`config.mk`:
```
export PLATFORM = sky130hd
export DESIGN_NAME = mult_div_unit
export DESIGN_NICKNAME = d
export VERILOG_FILES = /design/src/rtl/mult_div_unit.sv
export SDC_FILE = /design/constraint.sdc
export NUM_CORES = 1
export LEC_CHECK = 0
export CORE_MARGIN = 1
export CORE_UTILIZATION = 45
export DETAILED_ROUTE_END_ITERATION = 6
export PLACE_DENSITY = 0.66
export SYNTH_ARGS = -nofsm -noshare
export SYNTH_HDL_FRONTEND = slang
export SYNTH_SLANG_ARGS = --single-unit
```
`constraint.sdc`:
```
create_clock -name clk -period 7.25 [get_ports clk]
set_clock_uncertainty 0.2 [all_clocks]
set_input_delay 1.45 -clock clk [delete_from_list [all_inputs] [get_ports clk]]
set_output_delay 1.45 -clock clk [all_outputs]
set_load 0.05 [all_outputs]
```
`src/rtl/mult_div_unit.sv`:
```
// Iterative MULT/MULTU/DIV/DIVU unit feeding the HI/LO register pair.
// Fixed WIDTH+1 cycle latency; MTHI/MTLO pass through while idle.
module mult_div_unit #(
  parameter int WIDTH = 32
) (
  input  logic             clk,
  input  logic             clr,
  input  logic             start,
  input  logic [1:0]       op,
  input  logic [WIDTH-1:0] a,
  input  logic [WIDTH-1:0] b,
  input  logic             mthi,
  input  logic             mtlo,
  input  logic [WIDTH-1:0] mt_data,
  output logic             busy,
  output logic             done,
  output logic             WE_HI,
  output logic             WE_LO,
  output logic [WIDTH-1:0] HI_in,
  output logic [WIDTH-1:0] LO_in
);

  typedef enum logic [1:0] {
    IDLE,
    CALC,
    DONE
  } state_t;

  localparam int CW = $clog2(WIDTH);
  localparam logic [CW-1:0] LAST = CW'(WIDTH - 1);

  state_t state, state_nx;

  logic [CW-1:0]      cnt;
  logic [1:0]         op_r;
  logic               sa_r;
  logic               sb_r;
  logic               div0_r;
  logic [WIDTH-1:0]   opnd_r;
  logic [2*WIDTH-1:0] acc_r;
  logic [WIDTH-1:0]   hi_r;
  logic [WIDTH-1:0]   lo_r;

  logic               sa;
  logic               sb;
  logic [WIDTH-1:0]   ma;
  logic [WIDTH-1:0]   mb;

  logic [WIDTH:0]     add_sum;
  logic [2*WIDTH:0]   mul_sh;
  logic [WIDTH:0]     rsh;
  logic [WIDTH:0]     rsub;
  logic               qbit;
  logic [2*WIDTH-1:0] acc_nx;
  logic [2*WIDTH-1:0] prod;
  logic [WIDTH-1:0]   quo;
  logic [WIDTH-1:0]   rem;
  logic [WIDTH-1:0]   fin_hi;
  logic [WIDTH-1:0]   fin_lo;

  assign sa = ~op[0] & a[WIDTH-1];
  assign sb = ~op[0] & b[WIDTH-1];
  assign ma = sa ? -a : a;
  assign mb = sb ? -b : b;

  // acc_r holds {hi,lo} of the product, or {rem,quo} while dividing
  always_comb begin
    add_sum = {1'b0, acc_r[2*WIDTH-1:WIDTH]}
            + (acc_r[0] ? {1'b0, opnd_r} : '0);
    mul_sh  = {add_sum, acc_r[WIDTH-1:0]};
    rsh     = acc_r[2*WIDTH-1:WIDTH-1];
    rsub    = rsh - {1'b0, opnd_r};
    qbit    = rsh >= {1'b0, opnd_r};
    if (op_r[1])
      acc_nx = {qbit ? rsub[WIDTH-1:0] : rsh[WIDTH-1:0],
                acc_r[WIDTH-2:0], qbit};
    else
      acc_nx = mul_sh[2*WIDTH:1];
  end

  always_comb begin
    prod = (op_r == 2'b00 && (sa_r ^ sb_r)) ? -acc_nx : acc_nx;
    quo  = acc_nx[WIDTH-1:0];
    rem  = acc_nx[2*WIDTH-1:WIDTH];
    if (op_r[1]) begin
      fin_lo = div0_r ? '1
             : (op_r[0] == 1'b0 && (sa_r ^ sb_r)) ? -quo : quo;
      fin_hi = (op_r[0] == 1'b0 && sa_r) ? -rem : rem;
    end else begin
      fin_lo = prod[WIDTH-1:0];
      fin_hi = prod[2*WIDTH-1:WIDTH];
    end
  end

  always_ff @(posedge clk or negedge clr) begin
    if (!clr) state <= IDLE;
    else      state <= state_nx;
  end

  always_comb begin
    state_nx = state;
    unique case (state)
      IDLE:    if (start) state_nx = CALC;
      CALC:    if (cnt == LAST) state_nx = DONE;
      DONE:    state_nx = IDLE;
      default: state_nx = IDLE;
    endcase
  end

  always_ff @(posedge clk or negedge clr) begin
    if (!clr) begin
      cnt    <= '0;
      op_r   <= '0;
      sa_r   <= 1'b0;
      sb_r   <= 1'b0;
      div0_r <= 1'b0;
      opnd_r <= '0;
      acc_r  <= '0;
      hi_r   <= '0;
      lo_r   <= '0;
    end else begin
      unique case (state)
        IDLE: if (start) begin
          op_r   <= op;
          sa_r   <= sa;
          sb_r   <= sb;
          div0_r <= (b == '0);
          cnt    <= '0;
          opnd_r <= op[1] ? mb : ma;
          acc_r  <= {{WIDTH{1'b0}}, op[1] ? ma : mb};
        end
        CALC: begin
          acc_r <= acc_nx;
          cnt   <= cnt + 1'b1;
          if (cnt == LAST) begin
            hi_r <= fin_hi;
            lo_r <= fin_lo;
          end
        end
        default: ;
      endcase
    end
  end

  always_comb begin
    busy  = 1'b0;
    done  = 1'b0;
    WE_HI = 1'b0;
    WE_LO = 1'b0;
    HI_in = '0;
    LO_in = '0;
    unique case (state)
      IDLE: begin
        if (clr && mthi) begin
          WE_HI = 1'b1;
          HI_in = mt_data;
        end
        if (clr && mtlo) begin
          WE_LO = 1'b1;
          LO_in = mt_data;
        end
      end
      CALC: busy = 1'b1;
      DONE: begin
        busy  = 1'b1;
        done  = 1'b1;
        WE_HI = 1'b1;
        WE_LO = 1'b1;
        HI_in = hi_r;
        LO_in = lo_r;
      end
      default: ;
    endcase
  end

endmodule

```
-- Word level (Yosys, flattened, before mapping)
Cells that the tools add are included.
- add/sub/neg operators: 8
- $lt $le $gt $ge: 1
- eq/ne operators: 5
- multiplexer cells: 30
- bitwise operators: 5
- reductions and logical operators: 14
- operator list (kind ; count):
    $mux W32 ; 13
    $mux W64 ; 3
    $neg A32 Y32 ; 4
    $pmux W32 S2 ; 2
    $pmux W64 S2 ; 1
    $neg A64 Y64 ; 1
    $add A32 B32 Y33 ; 1
    $ge A33 B32 Y1 ; 1
    $logic_not A32 Y1 ; 1
    $sub A32 B32 Y32 ; 1
    $pmux W5 S2 ; 1
    $reduce_and A2 Y1 ; 4
    $add A5 B1 Y5 const B ; 1
    $eq A5 B5 Y1 const B ; 1
    $logic_and A1 B1 Y1 ; 5
    $mux W5 ; 1
    $logic_not A2 Y1 ; 2
    $mux W1 ; 4
    $mux W2 ; 2
    $ne A2 B2 Y1 const B ; 2
    $pmux W1 S2 ; 2
    $pmux W2 S2 ; 1
    $and A1 B1 Y1 ; 2
    $eq A2 B1 Y1 const B ; 1
    5 further kinds ; 6
- register bits: 172
- input port bits: 103
- output and inout port bits: 68
- word-level logic and storage cells: 73

-- Depth between registers and ports, before layout
- word-level depth: 7
- depth in mapped cells: 23

-- Least setup slack after synthesis
Ideal clock, no wire load.
- path type: register to register
- start point: register acc_r[61]
- end point: register hi_r[28]
- data arrival time: 4594 ps
- required time: 6979 ps
- setup slack: 2385 ps
- cell stages (with the launch flop): 21
- path buffers: 1
- cells stage by stage: dfrtp_1 > ha_1 > a21o_1 > a211o_1 > a31oi_2 > and3_1 > buf_6 > a41oi_4 > inv_1 > ha_1 > o21ai_0 > or3_1 > or2_2 > or2_2 > nor3_1 > nand2_1 > nor2_1 > and3_1 > o21ai_0 > or4_1 > nand4_1
- cells in the longest elaborated chain, start to end: 6
- RTL lines (element ; line ; RTL):
    start: declaration ; 40 ; logic [2*WIDTH-1:0] acc_r;
    start signal: assignment ; 130 ; acc_r <= {{WIDTH{1'b0}}, op[1] ? ma : mb};
    start signal: assignment ; 133 ; acc_r <= acc_nx;
    $ge A33 B32 Y1 ; 73 ; qbit = rsh >= {1'b0, opnd_r};
    $mux W32 ; 75 ; acc_nx = {qbit ? rsub[WIDTH-1:0] : rsh[WIDTH-1:0],
    $mux W64 * ; 74 ; if (op_r[1])
    $neg A64 Y64 or $neg A32 Y32 (tied branches) ; 82, 88 ;
    $mux W64 or $mux W32 (tied branches) ; 82, 88 ;
    $mux W32 * ; 85 ; if (op_r[1]) begin
    end signal: assignment ; 136 ; hi_r <= fin_hi;
    end: declaration ; 41 ; logic [WIDTH-1:0] hi_r;
Every way passes the cells marked *; elsewhere a longest branch is shown, timed or not.
A chain may end at the register's enable or synchronous reset.

-- Worst setup path after layout
- start point: register acc_r[55]
- end point: register hi_r[28]
- cells in the longest elaborated chain, start to end: 6
- RTL lines (element ; line):
    $sub A32 B32 Y32 or $ge A33 B32 Y1 (tied branches) ; 72, 73
    $mux W32 ; 75
    $mux W64 * ; 74
    $neg A64 Y64 or $neg A32 Y32 (tied branches) ; 82, 88
    $mux W64 or $mux W32 (tied branches) ; 82, 88
    $mux W32 * ; 85
Marks and branches as above.

==> flow_summary_export.csv <==
group,metric,value,unit
setup_path,critPathCaptureType,"flip-flop",
hold_path,hold_path.class,"reg2reg",
drt,antenna_left,0,
yosys,syn_area,16300,sq um
floorplan,std_cell_rows,69,
cts,holdBufCountCts,0,
yosys,synth_fp_nets,2309,
timing,fin_setup_tns,0,ns
power,p_switching,5.21,mW
yosys,ys_types,99,
power,total_leakage_power,7.74,nW
floorplan,dieWidth,192,um
grt,grt_pass1_wl,93100,um
cts,path_clk_slew,0.09,ns
setup_path,crit_arrival,6.23,ns
drt,dr.max_layer_used,"met4",
yosys,ys_warn_count,0,
layout,final_cell_area,18800,sq um
drt,drc,0,
drt,first_pass_iters,6,
floorplan,coreArea,35600,sq um
yosys,synthArstFlopShare,1.00,
cts,root_buffer,"clkbuf_16",
yosys,syn_area_per_cell,7.65,sq um
drt,routed-via-count,16700,
setup_path,worstSetupPathType,"reg2reg",
grt,grt-ovfl-total,0,
setup_path,crit_required,7.45,ns
placement,detailedPlace.worstSlack,1.38,ns
cts,cts_setup_buffers,0,
layout,final_common_cell,"nand2_1",
floorplan,ios,171,
yosys,synth_seq_cells,172,
flow_run,maxCapViolations,0,
layout,layout_common_cells,"nand2_1 (256), nor2_1 (217), a21oi_1 (207), o21ai_0 (183), dfrtp_1 (171)",
timing,slew_violations,0,
timing,fin_crit,6.03,ns
cts,worstSkewPairLatency,0.47,ns
setup_path,cp-start-kind,"flip-flop",
power,p_comb_frac,0.721,
timing,setup_viol,0,
grt,grt_max_degree,139,
layout,fin_nets,2387,
power,p_int,4.03,mW
cts,cts_tree,"yes",
power,p_per_area,491,nW/um^2
placement,post-dp-hpwl,48300,um
grt,antenna_found_initial,1,
drt,drt_iter0_markers,1817,
yosys,synth-edff-count,0,
cts,clockBufferDepth,2,
setup_path,crit_slowest_cell,"or4_1",
outcome,status,"complete, no violations",
drt,wirelength,61900,um
power,pwr-share-clk,0.105,
drt,wl_per_cell,23.1,um
power,swShare,0.564,
grt,grt_pass1_vias,15600,
setup_path,crit_chain,"ha_1 -> a21oi_2 -> o21ai_0 -> a22oi_1 -> and3_1 -> a41oi_4 -> inv_1 -> ha_1 -> o21ai_0 -> or3_1 -> or2_2 -> or2_2 -> nor3_1 -> nand2_1 -> nor2_1 -> and3_1 -> o21ai_0 -> or4_1 -> nand4_1",
timing,fin_ws,1.22,ns
drt,dr_wl_met2,28300,um
placement,place_area,18200,sq um
yosys,synthCells,2131,
timing,grt_setup_unrepaired,"no",
cts,cts_resized,0,
setup_path,cpPeakStageDelay,0.51,ns
drt,wl_met1,26500,um
cts,cts-buffers-inserted,17,
timing,timing.final.crit_share,0.831,
timing,tightestPinTransition,1.20,ns
drt,met3_length,4400,um
drt,routed_via_density,6.23,
power,max-vdd-ir-drop,0.276,mV
floorplan,initial_utilization,0.458,
setup_path,crit_fanout,11,
timing,hold_viol,0,
floorplan,die-area,37000,sq um
grt,grt_usage,0.336,
floorplan,die_h,192,um
layout,antenna_cells,0,
yosys,ys.flop_type,"dfrtp_1",
layout,syn_to_final_growth,15.5,%
cts,h-tree-depth,4,
timing,max_slew_margin,0.200,
setup_path,crit_path_frequent_cell,"o21ai_0",
placement,io_buffers,170,
cts,cts.sinks,172,
timing,fmax,166,MHz
placement,gp_congestion,0.976,
power,pwr-share-seq,0.174,
layout,drive_gt1_frac,0.0531,
yosys,yosysSeqAreaShare,0.264,
[metrics by stage]
step / cells / power, mW / utilization / hold WS [ns]
2_1_floorplan: 2131 / 6.11 / - / 0.244
6_report: 2683 / 9.23 / 0.529 / 0.293
3_5_place_dp: 2651 / 8.11 / 0.512 / 0.283
3_3_place_gp: 2651 / 8.06 / 0.512 / 0.277
4_1_cts: 2683 / 9.11 / 0.529 / 0.296
5_1_grt: 2683 / 9.82 / 0.529 / 0.315
[cell families (layout without fill, tap and decap cells)]
kind of cell,after synthesis,in the layout,share of synthesized area
XOR/XNOR,162,162,0.0871
multiplexers,53,53,0.0333
AO/OA/AOI/OAI,729,729,0.293
AND/OR/NAND/NOR,741,741,0.214
buffers and inverters,199,290,0.0496
adder cells (fa/ha/maj),75,75,0.0585
flip-flops,172,172,0.264
[cell usage after synthesis, types with 43 or more instances]
cell      number  share of area
a22o_1        77          0.041
nand2_1      257          0.059
nor3_1        49          0.015
xnor2_1       84          0.045
o21ai_0      183          0.056
a21oi_1      207          0.064
mux2i_1       43          0.026
and2_1        43          0.017
nor2_1       217          0.050
clkbuf_1      88          0.020
ha_1          73          0.056
dfrtp_1      172           0.26
inv_1         65          0.015
xor2_1        78          0.042
[state kept, by name (all words and copies together) (netlist names)]
| signal | count |
|---|---|
| acc_r | 64 |
| hi_r | 32 |
| lo_r | 32 |
| opnd_r | 32 |
| cnt | 5 |
| op_r | 2 |
| state | 2 |
| div0_r | 1 |
| sa_r | 1 |
| sb_r | 1 |
[routing by layer]
metal	global-route usage	up-vias
li1	-	7872
met1	0.452	7977
met2	0.533	722
met3	0.0473	149
met4	0.149	0
met5	0	-
[power by group through the flow]
stage / registers, mW / clock network [mW] / logic [mW]
after floorplan: 1.43 / 0 / 4.68
after global placement: 1.60 / 0 / 6.46
after detailed placement: 1.61 / 0 / 6.50
after CTS: 1.59 / 0.978 / 6.54
after global routing: 1.64 / 1.02 / 7.17
final: 1.61 / 0.974 / 6.65
[layout make-up]
type	instances	area, sq um
repair buffers	191	1870
clock inverters	14	170
fillers	3462	16700
well taps	461	577
clock buffers	18	429
flip-flops and latches	172	4310
multi-input cells	1760	11200
inverters	67	251
[critical path: cells and delay by family, from the launching register on]
| family | cells | cell delay [ns] |
|---|---|---|
| buffers and inverters | 1 | 0.15 |
| flip-flops | 1 | 0.43 |
| AND/OR/NAND/NOR | 10 | 3.37 |
| AO/OA/AOI/OAI | 6 | 1.15 |
| adder cells (fa/ha/maj) | 2 | 0.64 |
[final timing paths]
kind | startpoint | end | slack [ns] | cells past startpoint
max in group asynchronous | clr | op_r[1] | 4.93 | 2
worst min-delay path | hi_r[9] | hi_r[9] | 0.29 | 2
min in group asynchronous | clr | opnd_r[26] | 0.69 | 1
worst max-delay path | acc_r[55] | hi_r[28] | 1.22 | 19
worst min register to register | hi_r[9] | hi_r[9] | 0.29 | 2
worst max register to register | acc_r[55] | hi_r[28] | 1.22 | 19
Note: power is estimated with default switching activity, not from simulation.
